==> src/rtl/cu_micro_seq.sv <==
`timescale 1ns/1ps
`default_nettype none
// ============================================================================
//  Module   : cu_micro_seq
//  Purpose  : Microprogram sequencer with writable control store, two opcode
//             dispatch tables and a microsubroutine return stack.
//
//  Ports    :
//    clk       in   1             system clock, rising edge
//    rst_n     in   1             asynchronous active-low reset
//    opcode    in   OP_W          instruction opcode, indexes dispatch tables
//    zero      in   1             ALU zero flag, consumed by BRZ
//    stall     in   1             hold CMAR and return stack
//    uc_we     in   1             microcode load write enable
//    uc_sel    in   2             load target: 0 store, 1 disp1, 2 disp2
//    uc_addr   in   max(AW,OP_W)  load address (truncated per array)
//    uc_wdata  in   CTRL_W+AW+3   load data (dispatch uses [AW-1:0])
//    ctrl      out  CTRL_W        control field of current microword
//    cmar      out  AW            current micro-address
//    sp        out  4             return-stack occupancy
//    err       out  1             sticky stack error
//
//  Revision : 1.0 - initial release
// ============================================================================
module cu_micro_seq #(
  parameter int AW         = 6,
  parameter int CTRL_W     = 24,
  parameter int OP_W       = 6,
  parameter int STK_D      = 4,
  parameter int RESET_ADDR = 0
) (
  input  logic                               clk,
  input  logic                               rst_n,
  input  logic [OP_W-1:0]                    opcode,
  input  logic                               zero,
  input  logic                               stall,
  input  logic                               uc_we,
  input  logic [1:0]                         uc_sel,
  input  logic [((AW > OP_W) ? AW : OP_W)-1:0] uc_addr,
  input  logic [CTRL_W+AW+2:0]               uc_wdata,
  output logic [CTRL_W-1:0]                  ctrl,
  output logic [AW-1:0]                      cmar,
  output logic [3:0]                         sp,
  output logic                               err
);

  localparam int WD    = CTRL_W + AW + 3;
  localparam int DEPTH = 1 << AW;
  localparam int OPN   = 1 << OP_W;

  localparam logic [AW-1:0] C_RESET_ADDR = AW'(RESET_ADDR);
  localparam logic [3:0]    C_STK_D      = 4'(STK_D);

  // Sequencing field encoding of each microword
  typedef enum logic [2:0] {
    SEQ_NEXT  = 3'd0,
    SEQ_FETCH = 3'd1,
    SEQ_DISP1 = 3'd2,
    SEQ_DISP2 = 3'd3,
    SEQ_JUMP  = 3'd4,
    SEQ_BRZ   = 3'd5,
    SEQ_CALL  = 3'd6,
    SEQ_RET   = 3'd7
  } seq_e;

  // Storage arrays: not reset, contents survive rst_n
  logic [WD-1:0] r_store [DEPTH];
  logic [AW-1:0] r_disp1 [OPN];
  logic [AW-1:0] r_disp2 [OPN];
  // Sized for the maximum depth of 8 so a 3-bit index always fits;
  // entries at or above STK_D are never written.
  logic [AW-1:0] r_stk   [8];

  logic [AW-1:0] r_cmar;
  logic [3:0]    r_sp;
  logic          r_err;

  logic [WD-1:0] w_word;
  logic [AW-1:0] w_target;
  seq_e          w_seq;
  logic [AW-1:0] w_cmar_inc;
  logic [2:0]    w_pop_idx;
  logic [AW-1:0] w_cmar_nx;
  logic [3:0]    w_sp_nx;
  logic          w_err_nx;
  logic          w_push;

  // --------------------------------------------------------------------------
  // Current microword decode
  // --------------------------------------------------------------------------
  assign w_word     = r_store[r_cmar];
  assign w_target   = w_word[3 +: AW];
  assign w_seq      = seq_e'(w_word[2:0]);
  assign w_cmar_inc = r_cmar + AW'(1);
  // Top-of-stack lives at sp-1; with sp = 8 the 3-bit wrap yields 7.
  assign w_pop_idx  = r_sp[2:0] - 3'd1;

  assign ctrl = w_word[WD-1 -: CTRL_W];
  assign cmar = r_cmar;
  assign sp   = r_sp;
  assign err  = r_err;

  // --------------------------------------------------------------------------
  // Next-address selection
  // --------------------------------------------------------------------------
  always_comb begin
    w_cmar_nx = r_cmar;
    w_sp_nx   = r_sp;
    w_err_nx  = r_err;
    w_push    = 1'b0;
    if (!stall && !r_err) begin
      case (w_seq)
        SEQ_NEXT:  w_cmar_nx = w_cmar_inc;
        SEQ_FETCH: w_cmar_nx = C_RESET_ADDR;
        SEQ_DISP1: w_cmar_nx = r_disp1[opcode];
        SEQ_DISP2: w_cmar_nx = r_disp2[opcode];
        SEQ_JUMP:  w_cmar_nx = w_target;
        SEQ_BRZ:   w_cmar_nx = zero ? w_target : w_cmar_inc;
        SEQ_CALL: begin
          if (r_sp >= C_STK_D) begin
            // Overflow: refuse the push and freeze at the CALL word
            w_err_nx = 1'b1;
          end else begin
            w_push    = 1'b1;
            w_sp_nx   = r_sp + 4'd1;
            w_cmar_nx = w_target;
          end
        end
        SEQ_RET: begin
          if (r_sp == 4'd0) begin
            w_err_nx  = 1'b1;
            w_cmar_nx = C_RESET_ADDR;
          end else begin
            w_sp_nx   = r_sp - 4'd1;
            w_cmar_nx = r_stk[w_pop_idx];
          end
        end
        default: w_cmar_nx = r_cmar;
      endcase
    end
  end

  // --------------------------------------------------------------------------
  // Sequencer state
  // --------------------------------------------------------------------------
  always_ff @(posedge clk or negedge rst_n) begin
    if (!rst_n) begin
      r_cmar <= C_RESET_ADDR;
      r_sp   <= 4'd0;
      r_err  <= 1'b0;
    end else begin
      r_cmar <= w_cmar_nx;
      r_sp   <= w_sp_nx;
      r_err  <= w_err_nx;
    end
  end

  // Return-address push; the pop path only reads
  always_ff @(posedge clk) begin
    if (w_push) begin
      r_stk[r_sp[2:0]] <= w_cmar_inc;
    end
  end

  // --------------------------------------------------------------------------
  // Microcode load port: independent of stall, err and reset.
  // Dispatch reads above see the pre-edge table contents.
  // --------------------------------------------------------------------------
  always_ff @(posedge clk) begin
    if (uc_we) begin
      case (uc_sel)
        2'd0:    r_store[uc_addr[AW-1:0]]   <= uc_wdata;
        2'd1:    r_disp1[uc_addr[OP_W-1:0]] <= uc_wdata[AW-1:0];
        2'd2:    r_disp2[uc_addr[OP_W-1:0]] <= uc_wdata[AW-1:0];
        default: ;
      endcase
    end
  end

endmodule
`default_nettype wire

==> config.mk <==
export PLATFORM = sky130hd
export DESIGN_NAME = cu_micro_seq
export DESIGN_NICKNAME = d
export VERILOG_FILES = /design/src/rtl/cu_micro_seq.sv
export SDC_FILE = /design/constraint.sdc
export NUM_CORES = 2
export LEC_CHECK = 0
export CAP_MARGIN = 20
export CORE_ASPECT_RATIO = 0.75
export CORE_MARGIN = 2
export CORE_UTILIZATION = 40
export DETAILED_ROUTE_END_ITERATION = 6
export PLACE_DENSITY = 0.61
export SLEW_MARGIN = 30
export SYNTH_ARGS = -nofsm -noshare
export SYNTH_HDL_FRONTEND = slang
export SYNTH_SLANG_ARGS = --single-unit
==> constraint.sdc <==
create_clock -name clk -period 10.9 [get_ports clk]
set_clock_uncertainty 0.2 [all_clocks]
set_input_delay 1.09 -clock clk [delete_from_list [all_inputs] [get_ports clk]]
set_output_delay 1.09 -clock clk [all_outputs]
set_load 0.005 [all_outputs]
=== Yosys cells after proc, flatten, opt, wreduce, memory -nomap -nowiden ===
Memory sizes are Yosys's and may differ from the RTL's.
Cells that the tools add are included.

* Memory bits (writable): 2928
* Bits in registers: 11
* Output and inout bits: 35
* Memories kept: 4
* Word-level logic and storage cells: 59
* Bits of input ports: 52

* Reductions and logical operators: 10
* $lt $le $gt $ge: 1
* Add/subtract/negate cells: 4
* Muxes and demuxes: 24
* Equality and inequality tests: 13

{| class="wikitable"
|+ Memory list
! memory !! depth !! width !! rd ports !! clocked after Yosys merged registers in !! write ports !! line !! text
|-
| r_store || 64 || 33 || 1 || 0 || 1 || 67 || <nowiki>logic [WD-1:0] r_store [DEPTH];</nowiki>
|-
| r_disp1 || 64 || 6 || 1 || 0 || 1 || 68 || <nowiki>logic [AW-1:0] r_disp1 [OPN];</nowiki>
|-
| r_disp2 || 64 || 6 || 1 || 0 || 1 || 69 || <nowiki>logic [AW-1:0] r_disp2 [OPN];</nowiki>
|-
| r_stk || 8 || 6 || 1 || 0 || 1 || 72 || <nowiki>logic [AW-1:0] r_stk [8];</nowiki>
|}

{| class="wikitable"
|+ Operators with widths
! operator !! number
|-
| case mux 6 bit (8 select lines) || 1
|-
| two-way mux 6 bit || 3
|-
| two-way mux 1 bit || 16
|-
| == test 3 bit (second input constant) || 4
|-
| two-way mux 4 bit || 2
|-
| inequality test 2 bit (second input constant) || 4
|-
| case mux 4 bit (2 select lines) || 1
|-
| AND reduction 4 bit || 2
|-
| adder 6 x 1 -> 6 bit (second input constant) || 1
|-
| == test 3 x 2 -> 1 bit (second input constant) || 2
|-
| adder 4 x 1 -> 4 bit (second input constant) || 1
|-
| >= comparator 4 x 3 -> 1 bit (second input constant) || 1
|-
| logical NOT 4 bit || 1
|-
| subtractor 4 x 1 -> 4 bit (second input constant) || 1
|-
| == test 3 x 1 -> 1 bit (second input constant) || 1
|-
| logical NOT 3 bit || 1
|-
| subtractor 3 x 1 -> 3 bit (second input constant) || 1
|-
| == test 2 x 1 -> 1 bit (second input constant) || 1
|-
| == test 2 bit (second input constant) || 1
|-
| logical NOT 1 bit || 2
|-
| logical NOT 2 bit || 1
|-
| case mux 1 bit (2 select lines) || 1
|-
| AND reduction 2 bit || 1
|-
| nonzero test 2 bit || 1
|-
| logical AND 1 bit || 1
|}

=== Logic depth before layout (Yosys ltp) ===
* Depth in word-level cells: 6
* Gate-level depth with buffers: 19
* Depth with buffers taken out: 14

=== Least setup slack after synthesis ===
Ideal clock, no wire load.

* Kind: register to output
* Start point: register r_cmar[0] (netlist: cmar[0])
* End point: output port ctrl[10]
* Path buffers: 8
* Slack: 6.722 ns
* Cell stages (with the launch flop): 14
* Data required time: 9.610 ns
* Arrival time: 2.888 ns
* Cells stage by stage: dfrtp_1 > buf_6 > buf_8 > buf_8 > buf_4 > buf_4 > buf_6 > buf_4 > buf_2 > mux4_2 > o22ai_1 > nor2_1 > a211oi_1 > a21oi_1

* Cells in the longest elaborated chain, start to end: 1

{| class="wikitable"
|+ Ends and longest elaborated chain
! what !! line !! text
|-
| start: declaration || 74 || <nowiki>logic [AW-1:0] r_cmar;</nowiki>
|-
| start signal: assignment || 152 || <nowiki>r_cmar <= w_cmar_nx;</nowiki>
|-
| memory read (64 x 33 bit) || -- ||
|-
| end: declaration || 41 || <nowiki>output logic [CTRL_W-1:0] ctrl,</nowiki>
|}

No other way between the ends.

=== Worst setup path after layout ===
Ends and elaborated chain as after synthesis.

==> results.cfg <==
[outcome]
status = complete, no violations

[placement]
place_congestion = 0.8118
dpl.hpwl_mm = 160.9
portBuffers = 86
pre_cts_slack_ns = 4.970

[floorplanning]
fp.dieH_um = 466.3
initial_utilization = 0.4026
dieArea_um2 = 289300
boundaryPins = 87
core-area_um2 = 283100
rows = 169
die_w_um = 620.4

[setup_path]
cp_data_arrival_time_ns = 5.68
crit_chain = buf_4, buf_12, mux4_2, o22ai_1, nor3_1, a21oi_1, a21oi_1, clkdlybuf4s50_1
critical_path_class = register to primary output
critical_path.max_fanout = 92
ff2ff_setup_slack_ns = 4.83
cp_slowest_cell = dfrtp_4
critPathLaunch = cmar[0]$_DFFE_PN0P_
required_ns = 9.61
cp_slowest_stage_delay_ns = 0.87
rr_startpoint = cmar[0]$_DFFE_PN0P_
cp-start-kind = register
critPathCaptureType = primary output
crit_top_cell = a21oi_1

[pwr]
p_sw_frac = 0.1979
comb_power_share = 0.021
clockPowerShare = 0.440
power_density_nw_per_um2 = 178.4
ir_worst_vdd_mv = 0.1300
p_leak_nw = 39.17
power_switching_mw = 4.576
internal_power_mw = 18.54
total_power_mw = 23.12
pwr-share-seq = 0.539

[drt]
vias_per_cell = 5.990
post_drt_wl_per_cell_um = 31.28
dr.pass1.iters = 7
drtIter0Drc = 8757
vias = 58000
drc = 0
postRouteAntennaNets = 0
routed_wl_mm = 302.9

[sta]
setup_viol = 0
hold_viol = 0
hold_slack_ns = 0.3125
rsz0062_at_grt = no
worst_pin_slew_ns = 1.090
drv_slew = 0
slew_headroom = 0.2721
min_period_ns = 6.975
timing.fmax_ghz = 0.1434
fin_crit_sh = 0.6399
worst_slack_ns = 3.925
setup_tns_ns = 0

[synth]
synth-edff-count = 2928
synth-simple-area-share = 0.01984
async_flop_share = 0.003743
syn_inst = 5435
synth_cell_type_count = 74
synth_top_family_by_area = multiplexers
ys_top_cells_by_count = edfxtp_1, mux4_2, mux2i_1, nor2_1, o221ai_1
syn_area_per_cell_um2 = 20.97
synth_xor_area_frac = 0.0006147
ys_seq_elements = 2939
ys.flop_type = edfxtp_1
synthMuxAreaShare = 0.1508
yosysTopAreaCellShare = 0.7714
ys.warnings.count = 0
syn-cell-area_um2 = 114000
yosysSeqAreaShare = 0.7738
synthTopCellsByArea = edfxtp_1, mux4_2, mux2i_1
synthAdderAreaFrac = 0.0006147
synth_compound_area_frac = 0.03964
yosysMostFrequentCell = edfxtp_1
yosysTopAreaCell = edfxtp_1

[clock_network]
clk_latency_ns = 0.94
htreeDepth = 5
clkSinkCount = 2939
clk_pin_slew_ns = 0.06
clk_path_buf_depth = 4
postCtsHoldBufs = 0
cts_tree = done
cts.repair.resized = 0
cts_setup_buffers = 0
clock-root-buffer = clkbuf_16
numCtsBuffers = 312

[grt]
grt_pass1_wl_mm = 425.4
track_usage = 0.2061
grt_max_degree = 119
grt_overflow = 0
antenna_found_initial = 16
grt_pass1_vias = 56058

[worst_hold_path]
hold_path_class = register to register
hp-start = err$_DFFE_PN0P_

[layout]
fin_nets = 5746
layout-drive-gt1-share = 0.2158
fill_cells = 23187
area_delta_synth_final_pct = 13.67

[flow_run]
max-cap-violations = 0
worst paths after layout:
check | end | cells after the start
hold reg to reg | err$_DFFE_PN0P_ | 2
setup reg to reg | sp[3]$_DFFE_PN0P_ | 16
hold / removal | err$_DFFE_PN0P_ | 2
min in group asynchronous | cmar[2]$_DFFE_PN0P_ | 1
setup / recovery | ctrl[10] | 8
max in group asynchronous | cmar[3]$_DFFE_PN0P_ | 1
power by group through the flow:
stage / registers (mW) / clock network [mW] / logic (mW)
after floorplan: 12.7 / 0 / 0.178
after global placement: 12.7 / 0 / 0.457
after detailed placement: 12.7 / 0 / 0.472
after CTS: 12.5 / 10.3 / 0.473
after global routing: 12.5 / 10.8 / 0.505
final: 12.5 / 10.2 / 0.477
worst max-delay path, delay by kind of cell, from the launching register on:
| kind | cells | cell delay, ns |
|---|---|---|
| simple gates | 1 | 0.07 |
| buf+inv | 3 | 1.76 |
| compound gates | 3 | 1.19 |
| flops | 1 | 0.87 |
| mux | 1 | 0.60 |
cell usage in the layout (no fill, tap or decap), drive strengths merged, types with 16 or more instances in the layout:
| master | instances |
|---|---|
| a211oi | 26 |
| clkinv | 114 |
| buf | 191 |
| inv | 25 |
| nand3 | 20 |
| o221ai | 178 |
| nand2 | 71 |
| mux2i | 410 |
| a22oi | 67 |
| nor2b | 16 |
| mux4 | 574 |
| o21ai | 31 |
| conb | 24 |
| bufinv | 25 |
| o22ai | 102 |
| clkdlybuf4s50 | 50 |
| a21oi | 159 |
| clkbuf | 385 |
| edfxtp | 2928 |
| nor2 | 274 |
| nor3 | 63 |
flip-flops by register name (all words and copies together) (netlist names):
| name | cells |
|---|---|
| sp | 4 |
| r_disp2 | 384 |
| err | 1 |
| r_store | 2112 |
| r_stk | 48 |
| cmar | 6 |
| r_disp1 | 384 |
through the flow:
stage / instances / area [µm²] / util
2_1_floorplan: 5458 / 114100 / -
3_3_place_gp: 9134 / 119700 / 0.4228
3_5_place_dp: 9134 / 119700 / 0.4229
4_1_cts: 9672 / 129400 / 0.4570
5_1_grt: 9679 / 129600 / 0.4576
6_report: 9682 / 129600 / 0.4576
per-layer routing:
metal | vias to the layer above | wire length, µm | GRT usage
met2 | 3108 | 136600 | 0.3078
met1 | 30972 | 127800 | 0.3078
met5 | - | 12 | 0
met3 | 494 | 30020 | 0.04133
met4 | 2 | 8473 | 0.05796
li1 | 23424 | - | -
final cells by class:
| cell class | count | area (µm²) | area share |
|---|---|---|---|
| clock buffer | 384 | 8268 | 0.06382 |
| timing repair buffer | 242 | 2131 | 0.01645 |
| clock inverter | 154 | 1408 | 0.01086 |
| inverter | 16 | 70.07 | 0.0005408 |
| sequential | 2939 | 88220 | 0.6809 |
| tap | 3762 | 4707 | 0.03633 |
| multi-input combinational | 2178 | 24740 | 0.1910 |
| antenna | 7 | 17.52 | 0.0001352 |
kinds of logic after synthesis:
kind of cell,count (synthesis)
multiplexers,991
adder cells (fa/ha/maj),5
buffers and inverters,341
AO/OA/AOI/OAI,642
AND/OR/NAND/NOR,508
other,1
XOR/XNOR,8
flip-flops,2939
Power figures use the tool's default switching activity.
